--- src/rtl/median_lbuf_sched.sv ---
// median_lbuf_sched: sequencer for the five line buffers of the 5x5 median path.
// Decodes DPi sync/den and drives the per-buffer write/read enables and the shared
// RAM address. It rotates the write pointer once per completed line and appends
// synthesized flush lines after the last active row. It also publishes the
// tap-select indices used by the window-assembly mux.
// Optional build macro: MEDIAN_SCHED_BORDER_REPLICATE_EN. When it is defined, the
// flush lines do not write the buffers and the bottom real row is replicated into
// the newest taps.
// Handshake: there is no valid/ready pair. DPi is sampled every ref_clk cycle.
// A buffer accepts a write in any cycle where its lb_wr_en bit is high.
module median_lbuf_sched #(
   parameter int H_ACTIVE    = 640,
   parameter int V_ACTIVE    = 480,
   parameter int FLUSH_LINES = 2,
   parameter int FLUSH_GAP   = 46
) (
   input  logic        ref_clk,
   input  logic        rst_n,
   input  logic [10:0] DPi,
   output logic [4:0]  lb_wr_en,
   output logic [4:0]  lb_rd_en,
   output logic [9:0]  lb_addr,
   output logic [14:0] tap_sel,
   output logic [2:0]  DPo_sync,
   output logic        flush_busy,
   output logic        frame_done,
   output logic        line_err,
   output logic [2:0]  o_dbg_state
);

   localparam logic [2:0] S_IDLE   = 3'd0;
   localparam logic [2:0] S_ACTIVE = 3'd1;
   localparam logic [2:0] S_GAP    = 3'd2;
   localparam logic [2:0] S_LINE   = 3'd3;
   localparam logic [2:0] S_DONE   = 3'd4;

   localparam logic [9:0]  H_MAX    = 10'(H_ACTIVE);
   localparam logic [9:0]  H_LAST   = 10'(H_ACTIVE - 1);
   localparam logic [10:0] V_END    = 11'(V_ACTIVE);
   localparam logic [7:0]  GAP_LAST = 8'(FLUSH_GAP - 1);
   localparam logic [2:0]  FL_N     = 3'(FLUSH_LINES);
   localparam logic [14:0] TAP_RST  = {3'd0, 3'd4, 3'd3, 3'd2, 3'd1};

   logic [2:0]  r_state;
   logic        r_hs_d;
   logic [9:0]  r_xcnt;
   logic [10:0] r_ycnt;
   logic [2:0]  r_wr_ptr;
   logic [2:0]  r_flush_cnt;
   logic [7:0]  r_gap_cnt;
   logic        r_syn_den;
   logic [14:0] r_tap;
   logic [2:0]  r_dpo;
   logic        r_frame_done;
   logic        r_line_err;
`ifdef MEDIAN_SCHED_BORDER_REPLICATE_EN
   logic [2:0]  r_last_ptr;
`endif

   logic        w_vs;
   logic        w_hs;
   logic        w_den_eff;
   logic        w_restart;
   logic        w_hs_rise;
   logic        w_hs_fall;
   logic        w_line_end;
   logic        w_flushing;
   logic [2:0]  w_ptr_next;
   logic [14:0] w_tap_next;
   logic        w_unused_pixel;

   // (a + b) mod 5 for a in 0..4, b in 0..4
   function automatic logic [2:0] mod5_add(input logic [2:0] a, input logic [2:0] b);
      logic [3:0] s;
      s = {1'b0, a} + {1'b0, b};
      return (s >= 4'd5) ? 3'(s - 4'd5) : s[2:0];
   endfunction

   assign w_vs           = DPi[10];
   assign w_hs           = DPi[9];
   assign w_den_eff      = DPi[8] | r_syn_den;
   assign w_unused_pixel = ^DPi[7:0];
   assign w_restart      = w_vs & w_hs;
   assign w_hs_rise      = w_hs & ~r_hs_d;
   assign w_hs_fall      = ~w_hs & r_hs_d;
   // A frame restart on the same cycle swallows the line end.
   assign w_line_end     = w_hs_rise & ~w_restart & (r_state != S_IDLE);
   assign w_flushing     = (r_state == S_GAP) | (r_state == S_LINE);
   assign w_ptr_next     = (r_wr_ptr == 3'd4) ? 3'd0 : r_wr_ptr + 3'd1;

   assign lb_rd_en    = ~lb_wr_en;
   assign lb_addr     = (r_xcnt == H_MAX) ? H_LAST : r_xcnt;
   assign tap_sel     = r_tap;
   assign DPo_sync    = r_dpo;
   assign flush_busy  = w_flushing;
   assign frame_done  = r_frame_done;
   assign line_err    = r_line_err;
   assign o_dbg_state = r_state;

   // Write enable: one-hot on the current write pointer, suppressed while in reset
   always_comb begin
      lb_wr_en = '0;
      if (rst_n && w_den_eff) lb_wr_en = 5'(5'd1 << r_wr_ptr);
`ifdef MEDIAN_SCHED_BORDER_REPLICATE_EN
      if (r_state == S_LINE) lb_wr_en = '0;
`endif
   end

   // Next tap selection: pure rotation, optionally replicating the last real row
   always_comb begin
      w_tap_next = '0;
      for (int k = 0; k < 4; k++) w_tap_next[3*k +: 3] = mod5_add(r_wr_ptr, 3'(k + 1));
      w_tap_next[14:12] = r_wr_ptr;
`ifdef MEDIAN_SCHED_BORDER_REPLICATE_EN
      if (r_state == S_LINE) begin
         for (int k = 0; k < 5; k++)
            if (k >= 4 - int'(r_flush_cnt)) w_tap_next[3*k +: 3] = r_last_ptr;
      end
`endif
   end

   // Pixel counter and hsync history for edge detection
   always_ff @(posedge ref_clk) begin
      if (!rst_n) begin
         r_xcnt <= '0;
         r_hs_d <= 1'b0;
      end else begin
         r_hs_d <= w_hs;
         if (w_vs | w_hs)                          r_xcnt <= '0;
         else if (w_den_eff && (r_xcnt != H_MAX))  r_xcnt <= r_xcnt + 10'd1;
      end
   end

   // Registered tap indices and one-cycle delayed sync for the RAM read latency
   always_ff @(posedge ref_clk) begin
      if (!rst_n) begin
         r_tap <= TAP_RST;
         r_dpo <= '0;
      end else begin
         r_tap <= w_tap_next;
         r_dpo <= {w_vs, w_hs, w_den_eff};
      end
   end

   // Frame sequencer: line accounting, flush gap/line generation, error pulses
   always_ff @(posedge ref_clk) begin
      if (!rst_n) begin
         r_state      <= S_IDLE;
         r_ycnt       <= '0;
         r_wr_ptr     <= '0;
         r_flush_cnt  <= '0;
         r_gap_cnt    <= '0;
         r_syn_den    <= 1'b0;
         r_frame_done <= 1'b0;
         r_line_err   <= 1'b0;
`ifdef MEDIAN_SCHED_BORDER_REPLICATE_EN
         r_last_ptr   <= '0;
`endif
      end else begin
         r_frame_done <= 1'b0;
         // Short line, truncated flush line, or real den inside the flush window
         r_line_err   <= (w_line_end && (r_xcnt != '0) && (r_xcnt != H_MAX)) ||
                         (w_line_end && r_syn_den) ||
                         (DPi[8] && w_flushing);
         if (w_restart) begin
            r_state     <= S_ACTIVE;
            r_ycnt      <= '0;
            r_wr_ptr    <= '0;
            r_flush_cnt <= '0;
            r_gap_cnt   <= '0;
            r_syn_den   <= 1'b0;
         end else begin
            if (w_line_end && (r_xcnt == H_MAX)) begin
               r_ycnt   <= r_ycnt + 11'd1;
               r_wr_ptr <= w_ptr_next;
            end
            case (r_state)
               S_ACTIVE: begin
                  if (w_hs_fall && (r_ycnt == V_END)) begin
                     r_state   <= S_GAP;
                     r_gap_cnt <= 8'd1;
`ifdef MEDIAN_SCHED_BORDER_REPLICATE_EN
                     // Buffer that holds the bottom real row
                     r_last_ptr <= (r_wr_ptr == 3'd0) ? 3'd4 : r_wr_ptr - 3'd1;
`endif
                  end
               end
               S_GAP: begin
                  if (r_gap_cnt == GAP_LAST) begin
                     r_state   <= S_LINE;
                     r_syn_den <= 1'b1;
                  end else begin
                     r_gap_cnt <= r_gap_cnt + 8'd1;
                  end
               end
               S_LINE: begin
                  if (w_line_end) begin
                     r_syn_den   <= 1'b0;
                     r_flush_cnt <= r_flush_cnt + 3'd1;
                     if ((r_flush_cnt + 3'd1) >= FL_N) begin
                        r_state      <= S_DONE;
                        r_frame_done <= 1'b1;
                     end
                  end else if (r_syn_den && w_den_eff && (r_xcnt == H_LAST)) begin
                     r_syn_den <= 1'b0;
                  end else if (w_hs_fall && !r_syn_den) begin
                     r_state   <= S_GAP;
                     r_gap_cnt <= 8'd1;
                  end
               end
               default: ;
            endcase
         end
      end
   end

endmodule

--- config.mk ---
export PLATFORM = sky130hd
export DESIGN_NAME = median_lbuf_sched
export DESIGN_NICKNAME = d
export VERILOG_FILES = /design/src/rtl/median_lbuf_sched.sv
export SDC_FILE = /design/constraint.sdc
export NUM_CORES = 1
export LEC_CHECK = 0
export BUFFER_PORTS_ARGS = -buffer_cell sky130_fd_sc_hd__buf_2
export CAP_MARGIN = 5
export CORE_MARGIN = 3
export CORE_UTILIZATION = 55
export DETAILED_ROUTE_END_ITERATION = 8
export GPL_ROUTABILITY_DRIVEN = 0
export GPL_TIMING_DRIVEN = 0
export PLACE_DENSITY = 0.79
export SLEW_MARGIN = 20
export SYNTH_ARGS = -nofsm -noshare
export SYNTH_HDL_FRONTEND = slang
export SYNTH_SLANG_ARGS = --single-unit
--- constraint.sdc ---
create_clock -name ref_clk -period 2.4 [get_ports ref_clk]
set_clock_uncertainty 0.2 [all_clocks]
set_input_delay 0.48 -clock ref_clk [delete_from_list [all_inputs] [get_ports ref_clk]]
set_output_delay 0.48 -clock ref_clk [all_outputs]
set_load 0.02 [all_outputs]
==> summary by stage <==
Outcome
The run finished, with violations left. The final reports fail on setup timing.

Timing
The number of endpoints with negative hold slack in the final report is 0. For the pin with the worst max-slew slack, the measured transition is 469.2 ps. The post-layout minimum cycle time is 2418 ps. Of the available clock period, the critical path in the final layout requires 100.7%. The worst setup margin is -17.77 ps. Setup violations remaining at the end of the flow were counted as 1. Headroom to the max-slew limit came out at 68.72%. Setup total negative slack on the finished layout was measured at -17.77 ps. Setup repair after global routing could not meet its margin everywhere. The worst slack on hold paths is 222.8 ps. The number of pins with negative max-slew slack in the final report is 0.

For this run, the top clock speed supported by timing is 413.6 MHz.

Synth
For this run, the number of Yosys warnings is 0. By instance count, the leading cell after synthesis is dfxtp_1. The unique cell type count in the Yosys netlist is 54. Of the synthesized area, sequential elements account for 39.43%.

In this run the mean area of a mapped cell was 8.462 sq um. The commonest cells after synthesis are 59 x dfxtp_1, 36 x nand2_1, 34 x nor2_1. The share of synthesized flip-flops with an asynchronous set or reset is 0%. The count of flip-flops with a built-in enable after synthesis is 0. The synthesis-stage register bit count is 59.

Synthesis handed over a netlist of 354 instances. Of all cell types, the one taking the most synthesized area is dfxtp_1. The area of the mapped netlist is 0.002995 sq mm. For this run, the leading register cell type out of synthesis is dfxtp_1. The fraction of synthesized cell area taken by the top area cell type is 39.43%. The net count of the mapped netlist is 387. Ranked by total cell area, the synthesized netlist is headed by dfxtp_1 39%, ha_1 7.9%, xnor2_1 5.3%, nand2_1 4.5%, nor2_1 4.3%.

Final layout
The number of cells in the finished layout apart from fillers is 504. In the final layout, the share of cells above drive strength 1 is 26.73%. In the final layout, flip-flops and latches occupy 0.001202 sq mm. The synthesis-to-layout area growth is 26.07%.

The final cell area excluding filler cells is 0.003776 sq mm. The antenna cell count is 0. The total area of multi-input combinational cells is 0.001717 sq mm. After filler insertion, the fill cell instance count of the layout stands at 375.

The final layout net count is 462.

Critical path
Along the worst path, the maximum fanout reaches 5. Walking the worst path, the cells encountered are inv_4 > ha_4 > nor2b_4 > nand4_1 > clkbuf_8 > and2_4 > buf_6. The launch instance of the worst register-to-register path is r_ycnt[1]. For flop-to-flop paths, the worst setup slack is 80 ps. STA puts the critical path data arrival time at 1740 ps. The worst register-to-register path ends at r_gap_cnt[2]. The critical path is of the flip-flop to output port type. The required time of the critical path is 1720 ps. The largest stage delay on the critical path is 350 ps. Measured in cells, the most critical reg-to-reg path has a length of 9. The worst setup path is launched from a flip-flop.

The worst setup path is captured at an output port. The critical-path cell with the highest stage delay is dfxtp_2.

Floorplan
The die outline height is 79.80 um. The die outline width is 79.80 um. The number of placement rows is 26. The top-level I/O count is 57. The core region is 0.005172 sq mm. The die covers 0.006367 sq mm. The initial utilization of the core area, before any placement, comes to 57.91%.

CTS
The root buffer selected by CTS is clkbuf_8. The clock net sink count is 59. Buffers inserted during clock tree synthesis total 9. The H-tree depth is 3. The worst-skew pair later-pin latency is 340 ps.

The clock tree from TritonCTS is built. The clock transition at the registers of the reported paths is 70 ps. The number of buffers between clock root and the deepest sink is 2.

Routing
The first TritonRoute pass finished after 4 iterations. The via-per-instance ratio is 5.393. After detailed routing, the number of remaining DRC violations is 0.

For this block, the via count after detailed routing is 2718. The count of nets left with antenna violations once routing finished came out at 0. The final layout contains routed wiring with a total length of 7121 um. The DRC marker count from the first detailed-route iteration is 117. In the final routed layout, each cell accounts on average for 14.13 um.

GRT
In the global route stage, met3 resource usage came out at 6.208%. Entering global routing, the biggest net connects 12 pins. The wire length of the first global-routing pass is 11050 um. For this run, the total global-route usage over all layers was measured as 22.44%. Global routing consumed, on the met1 layer, 27.86% of the routing resources. The layer carrying the most global-route usage is met2. The number of global-route vias before repair is 2420. The number of antenna violations at the first check in global routing came to 0.

The global-route met2 utilization is 35.39%. The global-route congestion overflow total is 0.

Flow run
Max-cap violations in this run came to 0.

Power and ir drop
The power density over the cells is 525.7 mW/mm^2. IR analysis of the VDD net gives a maximum drop of 0.3788 mV. The design draws 1.985 mW. Summed over all cells, the static leakage comes to 1.654 nW.

Min path
The class of the worst hold path is input port to flip-flop. The hold path depth is 2. For hold timing, the worst endpoint is DPo_sync[1]. The worst hold path startpoint is DPi[9].

Placement
The count of buffers added on input and output ports is 48. The area of placed instances is 0.003323 sq mm. The number of placed instances, taps included, is 472.

Once detailed placement completed, the half-perimeter wirelength came to 4617 um.
[cells by family (layout without fill, tap and decap cells)]
kind of cell / Yosys count / after routing / share of synthesized area, %
and+or+nand+nor: 152 / 152 / 26.90
DFF: 59 / 59 / 39.43
AOI/OAI and AO/OA: 54 / 54 / 11.03
buffers and inverters: 40 / 120 / 5.430
xor gates and xnor gates: 27 / 27 / 7.895
adders and majority gates: 20 / 20 / 8.605
muxes: 2 / 2 / 0.7101
[worst max-delay path, delay by kind of cell (launching register included)]
| kind | cells | cell delay (ps) |
|---|---|---|
| buf+inv | 3 | 420 |
| simple gates | 3 | 490 |
| fa+ha+maj | 1 | 130 |
| flops | 1 | 350 |
[routing by layer]
metal	up-vias	wire length, um	part of all wire, %
li1	1351	-	-
met1	1258	3101	44
met2	97	3414	48
met3	12	465	6.5
met4	0	140	2.0
met5	-	0	0
[cells in the final DEF (no fill, tap or decap), drive strengths merged, types with 2 or more instances in the layout]
cell type,instances
buf,68
a211oi,2
a21oi,22
nand3,8
xor2,9
nand2,36
or3,5
nor4b,2
nor4,7
a21boi,2
clkinv,4
or4b,2
and3,5
nor2b,4
nor3,7
o31ai,2
a31oi,2
clkinvlp,2
ha,19
and2,15
xnor2,18
nand4,10
inv,24
o31a,2
dfxtp,59
o21ai,14
nor2,34
clkbuf,21
or2,2
nand3b,2
o211ai,2
or3b,2
nand2b,6
[sequential cells by signal, summed over array words and instances (netlist names)]
name	flops
DPo_sync	3
frame_done	1
tap_sel	15
line_err	1
r_ycnt	11
r_wr_ptr	3
r_gap_cnt	8
r_flush_cnt	3
r_xcnt	10
o_dbg_state	3
r_syn_den	1
[stage by stage]
stage	utilization (%)	setup WS [ps]
2_1_floorplan	-	170.4
3_3_place_gp	64.25	-110.5
3_5_place_dp	64.25	-178.4
4_1_cts	69.09	9.486
5_1_grt	73.00	-99.44
6_report	73.00	-17.77
[where the power goes]
part,switching (mW),internal (mW)
Sequential,0.00425,0.979
Combinational,0.0508,0.0259
Clock,0.418,0.507
[worst max path at each step]
stage	from	endpoint	slack [ps]	cells after the start
final	r_xcnt[1]	lb_addr[7]	-20	7
after global routing	r_xcnt[1]	lb_addr[7]	-100	7
after CTS	r_xcnt[1]	lb_addr[7]	9	7
after detailed placement	DPi[9]	r_ycnt[6]	-180	7
after global placement	DPi[9]	r_ycnt[8]	-110	7
after floorplan	r_ycnt[0]	r_gap_cnt[2]	170	8
[area by class of cell]
class                           count  area share, %
Multi-Input combinational cell    255          45.46
Sequential cell                    59          31.84
Timing Repair Buffer               64          10.01
Clock buffer                       10          3.645
Inverter                           25          2.717
Tap cell                           70          2.319
Buffer                             15          2.286
Clock inverter                      6          1.723
[timing repair]
action                     4_1_cts  5_1_grt
hold buffers                     0        0
setup buffers                    1       13
pin swaps                        3        8
setup endpoints to repair       18       25
cloned                           0        2
resized for setup               14       32
(Power assumes the default switching activity.)
